## src/rtl/uart_pkg.sv

```systemverilog
// Shared types, constants and helpers for the buffered UART.
package uart_pkg;

    localparam int MIN_DIV = 4;

    typedef enum logic [2:0] {
        IDLE   = 3'd0,
        START  = 3'd1,
        DATA   = 3'd2,
        PARITY = 3'd3,
        STOP   = 3'd4
    } uart_state_t;

    typedef enum logic [1:0] {
        PAR_NONE = 2'd0,
        PAR_EVEN = 2'd1,
        PAR_ODD  = 2'd2
    } par_mode_t;

    // Parity bit to transmit / expect; data is zero-extended so narrow frames work.
    // Mode 3 behaves like PAR_NONE.
    function automatic logic par_bit(input logic [7:0] data, input logic [1:0] mode);
        case (mode)
            PAR_EVEN: return ^data;
            PAR_ODD:  return ~^data;
            default:  return 1'b0;
        endcase
    endfunction

    function automatic logic par_enabled(input logic [1:0] mode);
        return (mode == PAR_EVEN) || (mode == PAR_ODD);
    endfunction

endpackage

```

## src/rtl/sync_fifo.sv

```systemverilog
// Single-clock first-word-fall-through FIFO. A push into a full FIFO is
// accepted when a pop happens in the same cycle.
module sync_fifo #(
    parameter int WIDTH = 8,
    parameter int DEPTH = 16
) (
    input  logic             clk,
    input  logic             rst,
    input  logic             push,
    input  logic             pop,
    input  logic [WIDTH-1:0] din,
    output logic [WIDTH-1:0] dout,
    output logic             full,
    output logic             empty
);

    localparam int AW = $clog2(DEPTH);

    logic [WIDTH-1:0] mem [DEPTH];
    logic [AW:0]      wr_ptr;
    logic [AW:0]      rd_ptr;
    logic             do_push;
    logic             do_pop;

    assign empty   = (wr_ptr == rd_ptr);
    assign full    = (wr_ptr[AW] != rd_ptr[AW]) && (wr_ptr[AW-1:0] == rd_ptr[AW-1:0]);
    assign do_pop  = pop && !empty;
    assign do_push = push && (!full || do_pop);
    assign dout    = mem[rd_ptr[AW-1:0]];

    // Pointer update; one extra wrap bit distinguishes full from empty.
    always_ff @(posedge clk or posedge rst) begin
        if (rst) begin
            wr_ptr <= '0;
            rd_ptr <= '0;
        end else begin
            if (do_push) wr_ptr <= wr_ptr + 1'b1;
            if (do_pop)  rd_ptr <= rd_ptr + 1'b1;
        end
    end

    // Storage write; contents need no reset since empty masks them.
    always_ff @(posedge clk) begin
        if (do_push) mem[wr_ptr[AW-1:0]] <= din;
    end

endmodule

```

## src/rtl/uart_fifo.sv

```systemverilog
// Buffered UART: TX/RX FIFOs, runtime divisor, optional parity, per-byte
// parity/framing flags and a sticky RX overrun indication.
//
// state  | meaning
// IDLE   | line idle, timer held at 0
// START  | start bit (RX: confirm at half bit)
// DATA   | DATA_BITS data bits, LSB first
// PARITY | parity bit, only when parity is enabled
// STOP   | stop bit (RX: sampled mid-bit then back to IDLE)
module uart_fifo
    import uart_pkg::*;
#(
    parameter int DATA_BITS  = 8,
    parameter int FIFO_DEPTH = 16,
    parameter int DIV_WIDTH  = 16
) (
    input  logic                 clk,
    input  logic                 rst,
    input  logic                 rx,
    output logic                 tx,
    input  logic [DIV_WIDTH-1:0] div,
    input  logic [1:0]           par_mode,
    input  logic [DATA_BITS-1:0] tx_data,
    input  logic                 wr,
    output logic                 tx_ready,
    output logic                 tx_idle,
    output logic [DATA_BITS-1:0] rx_data,
    output logic                 rx_perr,
    output logic                 rx_ferr,
    output logic                 rx_valid,
    input  logic                 rd,
    output logic                 overrun,
    input  logic                 clr_ovr
);

    localparam logic [3:0]           LAST_BIT = 4'(DATA_BITS - 1);
    localparam logic [DIV_WIDTH-1:0] DIV_MIN  = DIV_WIDTH'(MIN_DIV);
    localparam logic [DIV_WIDTH-1:0] ONE      = DIV_WIDTH'(1);

    logic [DIV_WIDTH-1:0] div_eff;
    assign div_eff = (div < DIV_MIN) ? DIV_MIN : div;

    // ---------------- TX ----------------
    uart_state_t          tx_state, tx_state_n;
    logic                 tx_push, tx_pop, tx_full, tx_empty, tx_load, tx_full_evt, tx_q;
    logic [DATA_BITS-1:0] tx_head, tx_shift, tx_byte;
    logic [DIV_WIDTH-1:0] tx_div_l, tx_timer;
    logic [1:0]           tx_par_l;
    logic [3:0]           tx_bits;

    // A pop in the same cycle frees a slot, so a write to a full FIFO still lands.
    assign tx_ready    = ~tx_full | tx_pop;
    assign tx_push     = wr & tx_ready;
    assign tx_pop      = tx_load;
    assign tx_full_evt = (tx_timer == tx_div_l - ONE);
    assign tx_idle     = tx_empty && (tx_state == IDLE);
    assign tx          = tx_q;

    sync_fifo #(.WIDTH(DATA_BITS), .DEPTH(FIFO_DEPTH)) u_tx_fifo (
        .clk   (clk),
        .rst   (rst),
        .push  (tx_push),
        .pop   (tx_pop),
        .din   (tx_data),
        .dout  (tx_head),
        .full  (tx_full),
        .empty (tx_empty)
    );

    // TX state register.
    always_ff @(posedge clk or posedge rst) begin
        if (rst) tx_state <= IDLE;
        else     tx_state <= tx_state_n;
    end

    // TX next state; tx_load pops the FIFO and starts a frame.
    always_comb begin
        tx_state_n = tx_state;
        tx_load    = 1'b0;
        case (tx_state)
            IDLE: begin
                if (!tx_empty) begin
                    tx_load    = 1'b1;
                    tx_state_n = START;
                end
            end
            START:  if (tx_full_evt) tx_state_n = DATA;
            DATA: begin
                if (tx_full_evt && tx_bits == LAST_BIT)
                    tx_state_n = par_enabled(tx_par_l) ? PARITY : STOP;
            end
            PARITY: if (tx_full_evt) tx_state_n = STOP;
            STOP: begin
                if (tx_full_evt) begin
                    if (!tx_empty) begin
                        tx_load    = 1'b1;
                        tx_state_n = START;
                    end else begin
                        tx_state_n = IDLE;
                    end
                end
            end
            default: tx_state_n = IDLE;
        endcase
    end

    // TX datapath: bit timer, shift register and registered line driver.
    always_ff @(posedge clk or posedge rst) begin
        if (rst) begin
            tx_timer <= '0;
            tx_div_l <= DIV_MIN;
            tx_par_l <= 2'd0;
            tx_shift <= '0;
            tx_byte  <= '0;
            tx_bits  <= '0;
            tx_q     <= 1'b1;
        end else begin
            if (tx_state == IDLE || tx_full_evt) tx_timer <= '0;
            else                                 tx_timer <= tx_timer + ONE;
            if (tx_load) begin
                tx_div_l <= div_eff;
                tx_par_l <= par_mode;
                tx_shift <= tx_head;
                tx_byte  <= tx_head;
                tx_bits  <= '0;
            end else if (tx_state == DATA && tx_full_evt) begin
                tx_shift <= tx_shift >> 1;
                tx_bits  <= tx_bits + 4'd1;
            end
            case (tx_state)
                START:   tx_q <= 1'b0;
                DATA:    tx_q <= tx_shift[0];
                PARITY:  tx_q <= par_bit(8'(tx_byte), tx_par_l);
                default: tx_q <= 1'b1;
            endcase
        end
    end

    // ---------------- RX ----------------
    uart_state_t          rx_state, rx_state_n;
    logic                 rx_s1, rx_s2, rx_filt;
    logic [3:0]           rx_samp;
    logic [DIV_WIDTH-1:0] rx_div_l, rx_timer;
    logic [1:0]           rx_par_l;
    logic [DATA_BITS-1:0] rx_shift;
    logic [3:0]           rx_bits;
    logic                 rx_perr_q, rx_begin, rx_restart, rx_push;
    logic                 rx_full_evt, rx_half_evt, rx_full, rx_empty;
    logic [DATA_BITS+1:0] rx_din, rx_dout;

    assign rx_full_evt = (rx_timer == rx_div_l - ONE);
    assign rx_half_evt = (rx_timer == (rx_div_l >> 1) - ONE);
    assign rx_din      = {rx_shift, rx_perr_q, ~rx_filt};

    sync_fifo #(.WIDTH(DATA_BITS + 2), .DEPTH(FIFO_DEPTH)) u_rx_fifo (
        .clk   (clk),
        .rst   (rst),
        .push  (rx_push),
        .pop   (rd),
        .din   (rx_din),
        .dout  (rx_dout),
        .full  (rx_full),
        .empty (rx_empty)
    );

    assign rx_valid = ~rx_empty;
    assign {rx_data, rx_perr, rx_ferr} = rx_empty ? '0 : rx_dout;

    // Synchroniser plus 4-sample glitch filter; the filter only moves on unanimity.
    always_ff @(posedge clk or posedge rst) begin
        if (rst) begin
            rx_s1   <= 1'b1;
            rx_s2   <= 1'b1;
            rx_samp <= 4'hF;
            rx_filt <= 1'b1;
        end else begin
            rx_s1   <= rx;
            rx_s2   <= rx_s1;
            rx_samp <= {rx_samp[2:0], rx_s2};
            if (rx_samp == 4'hF)      rx_filt <= 1'b1;
            else if (rx_samp == 4'h0) rx_filt <= 1'b0;
        end
    end

    // RX state register.
    always_ff @(posedge clk or posedge rst) begin
        if (rst) rx_state <= IDLE;
        else     rx_state <= rx_state_n;
    end

    // RX next state; the timer restarts at mid-start so later full events land mid-bit.
    always_comb begin
        rx_state_n = rx_state;
        rx_begin   = 1'b0;
        rx_restart = 1'b0;
        rx_push    = 1'b0;
        case (rx_state)
            IDLE: begin
                if (!rx_filt) begin
                    rx_begin   = 1'b1;
                    rx_state_n = START;
                end
            end
            START: begin
                if (rx_half_evt) begin
                    if (!rx_filt) begin
                        rx_restart = 1'b1;
                        rx_state_n = DATA;
                    end else begin
                        rx_state_n = IDLE;
                    end
                end
            end
            DATA: begin
                if (rx_full_evt && rx_bits == LAST_BIT)
                    rx_state_n = par_enabled(rx_par_l) ? PARITY : STOP;
            end
            PARITY: if (rx_full_evt) rx_state_n = STOP;
            STOP: begin
                if (rx_full_evt) begin
                    rx_push    = 1'b1;
                    rx_state_n = IDLE;
                end
            end
            default: rx_state_n = IDLE;
        endcase
    end

    // RX datapath: bit timer, deserialiser, parity check and sticky overrun.
    always_ff @(posedge clk or posedge rst) begin
        if (rst) begin
            rx_timer  <= '0;
            rx_div_l  <= DIV_MIN;
            rx_par_l  <= 2'd0;
            rx_shift  <= '0;
            rx_bits   <= '0;
            rx_perr_q <= 1'b0;
            overrun   <= 1'b0;
        end else begin
            if (rx_state == IDLE || rx_restart || rx_full_evt) rx_timer <= '0;
            else                                               rx_timer <= rx_timer + ONE;
            if (rx_begin) begin
                rx_div_l  <= div_eff;
                rx_par_l  <= par_mode;
                rx_bits   <= '0;
                rx_perr_q <= 1'b0;
            end else if (rx_state == DATA && rx_full_evt) begin
                rx_shift <= {rx_filt, rx_shift[DATA_BITS-1:1]};
                rx_bits  <= rx_bits + 4'd1;
            end else if (rx_state == PARITY && rx_full_evt) begin
                rx_perr_q <= rx_filt ^ par_bit(8'(rx_shift), rx_par_l);
            end
            if (rx_push && rx_full && !rd) overrun <= 1'b1;
            else if (clr_ovr)              overrun <= 1'b0;
        end
    end

endmodule

```

## config.mk

```make
export PLATFORM = sky130hd
export DESIGN_NAME = uart_fifo
export DESIGN_NICKNAME = d
export VERILOG_FILES = /design/src/rtl/uart_pkg.sv /design/src/rtl/sync_fifo.sv /design/src/rtl/uart_fifo.sv
export SDC_FILE = /design/constraint.sdc
export NUM_CORES = 1
export LEC_CHECK = 0
export BUFFER_PORTS_ARGS = -buffer_cell sky130_fd_sc_hd__buf_2
export CORE_ASPECT_RATIO = 0.8
export CORE_MARGIN = 8
export CORE_UTILIZATION = 56
export CTS_CLUSTER_SIZE = 30
export DETAILED_ROUTE_END_ITERATION = 8
export GPL_ROUTABILITY_DRIVEN = 0
export GPL_TIMING_DRIVEN = 0
export PLACE_DENSITY = 0.75
export SYNTH_ARGS = -nofsm -noshare
export SYNTH_HDL_FRONTEND = slang
export SYNTH_SLANG_ARGS = --single-unit
export TNS_END_PERCENT = 30
```

## constraint.sdc

```tcl
create_clock -name clk -period 3.95 [get_ports clk]
set_clock_uncertainty 0.1 [all_clocks]
set_input_delay 0.5925 -clock clk [delete_from_list [all_inputs] [get_ports clk]]
set_output_delay 0.5925 -clock clk [all_outputs]
set_load 0.01 [all_outputs]
```

==> metrics.cfg, run 1 <==
[global_routing]
grt_max_degree = 41
grt_pass1_wl_um = 66200
grt-busiest-layer = met1
grt-ovfl-total = 0
grt_pass1_vias = 11600
grt_use_total = 0.208
antenna_found_initial = 0
grt_use_met1 = 0.316
use_met2 = 0.311
grtUsageMet3 = 0.0382

[power]
seqPwrFrac = 0.472
max-vdd-ir-drop_mv = 0.392
leakage_uw = 0.00826
p_sw_frac = 0.267
internal_power_uw = 7990
power_frac_comb = 0.171
switching_power_uw = 2910
power_density_nw_per_um2 = 495
p_clk_frac = 0.357

[routing]
routed_wl_um = 42200
viasPerCell = 6.11
wl_per_cell_um = 22.5
firstDrtPassIters = 6
via_count = 11500
ant_nets = 0
drt-initial-drc-count = 1147
drc = 0

[setup_path]
start_kind = register
end_kind = register
cp.required_ns = 4.09
timing.rr.start = rx_div_l[1]$_DFFE_PP0P_
endpoint = u_rx_fifo.mem[3][4]$_DFFE_PP_
arrival_ns = 4.05
startpoint = rx_div_l[1]$_DFFE_PP0P_
path_max_fanout = 10
crit_type = register to register
r2r_slack_ns = 0.05
reg2regPathDepth = 15
r2r_end = u_rx_fifo.mem[3][4]$_DFFE_PP_

[floorplanning]
die_y_um = 181
core_um2 = 33600
fp.dieW_um = 222
rows = 60
die-area_um2 = 40100
pin_count = 47
start_util = 0.566

[synthesis]
yosysMostFrequentCell = edfxtp_1
synth_edf_count = 288
yosysSeqAreaShare = 0.635
synth_common_cells = edfxtp_1, dfrtp_1, mux4_2, nand2_1, xnor2_1
postSynthNetCount = 1334
ys_types = 76
syn-cell-area_um2 = 19000
syn_avg_cell_area_um2 = 14.8
async_reset_ff_frac = 0.321
yosys-top-cells-area = edfxtp_1, dfrtp_1, mux4_2
synth_area_leader_cell = edfxtp_1
synth_top_area_share = 0.455
synthFlopType = edfxtp_1
yosysWarningCount = 0
syn_inst = 1280
ys_ff_latch = 424

[finish]
post-route-util = 0.656
area_growth_pct = 15.9
n_antenna_cell = 0
drive_gt1_frac = 0.254
fin_nets = 1466
final_cells = 1880

[sta]
rsz0062_at_grt = true
fmax_ghz = 0.256
finalCritPeriodShare = 0.988
finalSetupViolCount = 0
hold_viol_final = 0
hold_slack_ns = 0.0187
slew_viol_final = 0
min_period_ns = 3.90
slew_headroom = 0.297
tns_ns = 0
worst_pin_slew_ns = 1.05

[status]
run_status = finished, final reports clean

[clock_network]
cts_made_buffers = 42
cts-root-buf = clkbuf_16
ctsHoldBuffers = 0
htreeDepth = 2
clock_latency_ns = 0.55
cts_buffer_depth = 3
path_clk_slew_ns = 0.06
tritoncts = built
cts_sinks = 424

[placed_design]
hpwl_um = 27800
numPortBuffers = 45
placedCellCount = 1764

[hold_path]
holdCritPathClass = input pin to asynchronous set/reset pin

[flow_run]
drv_cap = 0

per-layer routing:
metal  share of wire  vias up
li1                -     5092
met4           0.018        0
met2            0.45      492
met3           0.081       62
met1            0.45     5842
met5               0        -
layout by cell type (no fill, tap or decap), types with 19 or more instances in the layout:
cell / count
nand2_1: 89
dfrtp_1: 126
buf_12: 19
buf_4: 27
xor2_1: 52
nor2_1: 65
clkbuf_1: 49
edfxtp_1: 288
buf_2: 59
inv_1: 26
mux4_2: 90
nand4_1: 21
o21ai_0: 27
clkbuf_16: 44
nand3_1: 49
xnor2_1: 78
mux2_2: 24
ha_1: 20
registers in the layout, summed over array words and instances, names as in the netlist, 3 cells and up:
register          count
tx_state              3
tx_div_l             16
u_rx_fifo.mem       160
u_rx_fifo.wr_ptr      5
tx_timer             16
rx_samp               4
u_tx_fifo.wr_ptr      5
u_tx_fifo.mem       128
rx_timer             16
rx_state              3
u_rx_fifo.rd_ptr      5
u_tx_fifo.rd_ptr      5
rx_bits               4
tx_byte               8
tx_shift              8
rx_div_l             16
rx_shift              8
tx_bits               4
what timing repair did:
action | in CTS | in global routing
cloned | 0 | 0
setup buffers | 27 | 12
resized for setup | 53 | 28
pin swaps | 23 | 6
setup endpoints to repair | 296 | 304
how the worst min path moves through the flow:
stage	slack, ns	cells after the start	from	end
after floorplan	0.25	0	rx_s1$_DFF_PP1_	rx_s2$_DFF_PP1_
after global placement	0.25	0	rx_s1$_DFF_PP1_	rx_s2$_DFF_PP1_
after detailed placement	0.25	0	rx_s1$_DFF_PP1_	rx_s2$_DFF_PP1_
after CTS	0.01	2	rst	tx_byte[5]$_DFFE_PP0N_
after global routing	0.03	1	rx	rx_s1$_DFF_PP1_
final	0.02	2	rst	tx_byte[5]$_DFFE_PP0N_
metrics by stage:
| stage | worst slack, ns | power, uW | area, um^2 |
|---|---|---|---|
| floorplan | -0.182 | 6500 | 19000 |
| global placement | -1.06 | 6920 | 19800 |
| detailed placement | -0.970 | 7000 | 19900 |
| CTS | 0.00403 | 10900 | 21800 |
| global route | -0.0514 | 11300 | 22000 |
| finish | 0.0489 | 10900 | 22000 |
cell families after synthesis:
group / after synthesis / share of synthesized area
flip-flops: 424 / 0.635
AND/OR/NAND/NOR: 382 / 0.107
XOR/XNOR: 130 / 0.0599
multiplexers: 127 / 0.128
buffers and inverters: 104 / 0.0229
AO/OA/AOI/OAI: 91 / 0.0327
adder cells (fa/ha/maj): 22 / 0.0145
power groups by stage:
stage | Sequential [uW] | Clock (uW) | Combinational (uW)
after floorplan | 5190 | 0 | 1300
after global placement | 5230 | 0 | 1690
after detailed placement | 5240 | 0 | 1760
after CTS | 5150 | 3950 | 1810
after global routing | 5180 | 4120 | 2010
final | 5150 | 3890 | 1860
worst max-delay path, cell delays in order (launching register included):
cell and delay, ns:
dfrtp_1 0.45, inv_2 0.12, ha_2 0.22, nor3b_4 0.24, buf_4 0.17, buf_4 0.11
nand3_1 0.16, mux2i_2 0.31, nand2_2 0.14, nor4_2 0.30, and4_1 0.25, buf_2 0.21
nand4_1 0.18, buf_6 0.24, nor3_4 0.20, buf_12 0.18
area by class of cell:
class	count	area [um^2]
Inverter	32	133
Clock buffer	54	1160
Sequential cell	424	12100
Timing Repair Buffer	89	803
Clock inverter	24	190
Buffer	71	317
Multi-Input combinational cell	752	6800
Fill cell	2314	11500
Tap cell	434	543
Note: power is estimated with default switching activity, not from simulation.
==> run 2, diff against run 1 <==
Settings changed: PLACE_DENSITY 0.75 to 0.81.
==> run 2 against run 1 <==
  * Wire length is 3.0% higher
  * Cell count is 0.27% lower
  * Sequential share of layout area is 0.36 points higher
  * Die area stayed put
  * Power is 1.4% higher
  * Via count is 0.28% higher
  * Worst hold slack better by 0.041 ns
  * Maximum frequency is 1.7% lower
  * Critical path depth is 4 lower
  * The run now ends with setup timing left
==> metrics.cfg, run 2 (synthesis gave the netlist of run 1 again) <==
[sta]
finalSetupViolCount = 6
final.setup.worst_slack_ns = -0.0181
slew_viol_final = 0
worst_pin_slew_ns = 0.968
fmax_ghz = 0.252
hold_viol_final = 0
slew_headroom = 0.355
finalCritPeriodShare = 1.00
min_period_ns = 3.97
rsz0062_at_grt = true

[setup_path]
path_cells = inv_1 -> ha_4 -> or4b_4 -> nor4b_4 -> mux2_4 -> o211ai_4 -> nand3_1 -> o21a_4 -> inv_2 -> nand3_1 -> nor3_2
arrival_ns = 4.03
path_max_fanout = 8
crit_buf_inv = 2
r2r_slack_ns = -0.02
end_kind = register
slowest_stage = nor3_2
slowest_delay_ns = 0.68
reg2regPathDepth = 11
crit_family = simple AND/OR/NAND/NOR gates
cp.required_ns = 4.01
crit_type = register to register
crit_top_cell = nand3_1
r2r_end = u_tx_fifo.mem[2][1]$_DFFE_PP_
timing.rr.start = tx_div_l[0]$_DFFE_PP0N_
start_kind = register

[global_routing]
grt_max_degree = 44
antenna_found_initial = 0
grt_use_total = 0.218
grt-ovfl-total = 0
grt_pass1_vias = 11800
grt_pass1_wl_um = 68400

[placed_design]
dpl_worst_slack_ns = -0.904
numPortBuffers = 45
hpwl_um = 27900

[clock_network]
cts-root-buf = clkbuf_16
tritoncts = built
cts_sinks = 424
clock_latency_ns = 0.56
cts_buffer_depth = 3
path_clk_slew_ns = 0.06
cts_made_buffers = 42
htreeDepth = 2

[power]
power_density_nw_per_um2 = 506
power_uw = 11100
leakage_uw = 0.00823
max-vdd-ir-drop_mv = 0.443

[status]
run_status = finished, violations left
violations = setup timing

[routing]
viasPerCell = 6.14
wl_per_cell_um = 23.2
drc = 0
via_count = 11500
ant_nets = 0
drt-initial-drc-count = 1026
firstDrtPassIters = 7
routed_wl_um = 43500

[finish]
final_common_cell = edfxtp_1
post-route-util = 0.652
area_growth_pct = 15.1
drive_gt1_frac = 0.244
largest_reg_flops = 160
fin_nets = 1462
n_antenna_cell = 0
layout_common_cells = edfxtp_1, dfrtp_1, nand2_1, mux4_2, xnor2_1

[hold_path]
holdCritStartpoint = rx
worstHoldPathCells = 1
holdCritPathClass = input pin to register
hold_path_end = rx_s1$_DFF_PP1_

[floorplanning]
rows = 60
die-area_um2 = 40100
fp.dieW_um = 222
die_y_um = 181
pin_count = 47
start_util = 0.566
core_um2 = 33600

[flow_run]
drv_cap = 0

run 2: layer usage:
metal  global-route usage  share of wire
met5                    0              0
met4               0.0741          0.031
met3               0.0553          0.089
met2                0.337           0.46
met1                0.300           0.42
run 2: final cells by class:
class	count	area (um^2)
inverters	32	128
clock buffers	59	1160
flip-flops and latches	424	12100
multi-input cells	752	6750
clock inverters	18	220
well taps	434	543
repair buffers	85	683
plain buffers	71	320
fillers	2257	11700
run 2: how the worst max path moves through the flow:
stage | cells past startpoint | slack [ns] | startpoint | endpoint
final | 11 | -0.02 | tx_div_l[0]$_DFFE_PP0N_ | u_tx_fifo.mem[2][1]$_DFFE_PP_
after CTS | 6 | 0.003 | u_rx_fifo.rd_ptr[0]$_DFFE_PP0P_ | rx_data[5]
after global routing | 10 | -0.16 | tx_div_l[5]$_DFFE_PP0N_ | u_tx_fifo.mem[11][7]$_DFFE_PP_
after detailed placement | 10 | -0.90 | u_tx_fifo.rd_ptr[0]$_DFFE_PP0P_ | u_tx_fifo.mem[3][2]$_DFFE_PP_
after floorplan | 12 | -0.18 | rx_div_l[2]$_DFFE_PP1P_ | u_rx_fifo.mem[3][0]$_DFFE_PP_
after global placement | 12 | -1.10 | rx_div_l[2]$_DFFE_PP1P_ | u_rx_fifo.mem[0][7]$_DFFE_PP_
run 2: metrics by stage:
step	TNS [ns]	hold slack, ns	std cells	area [um^2]
2_1_floorplan	-6.45	0.245	1280	19000
3_3_place_gp	-171.56	0.251	1759	19800
3_5_place_dp	-144.98	0.248	1767	19900
4_1_cts	0	0.0310	1865	21700
5_1_grt	-4.73	0.0382	1875	21900
6_report	-0.0601	0.0601	1875	21900
run 2: power breakdown:
group	switching, uW	internal, uW
Combinational	1090	777
Clock	1710	2320
Sequential	152	5000
Total	2950	8100
run 2: timing repair:
| item | in CTS | in global routing |
|---|---|---|
| gates resized for setup | 60 | 8 |
| endpoints found under the setup margin | 296 | 245 |
| gates cloned | 0 | 0 |
| hold endpoints to repair | 0 | 0 |
| pin swaps | 16 | 4 |
| hold buffers | 0 | 0 |
| buffers inserted | 22 | 10 |
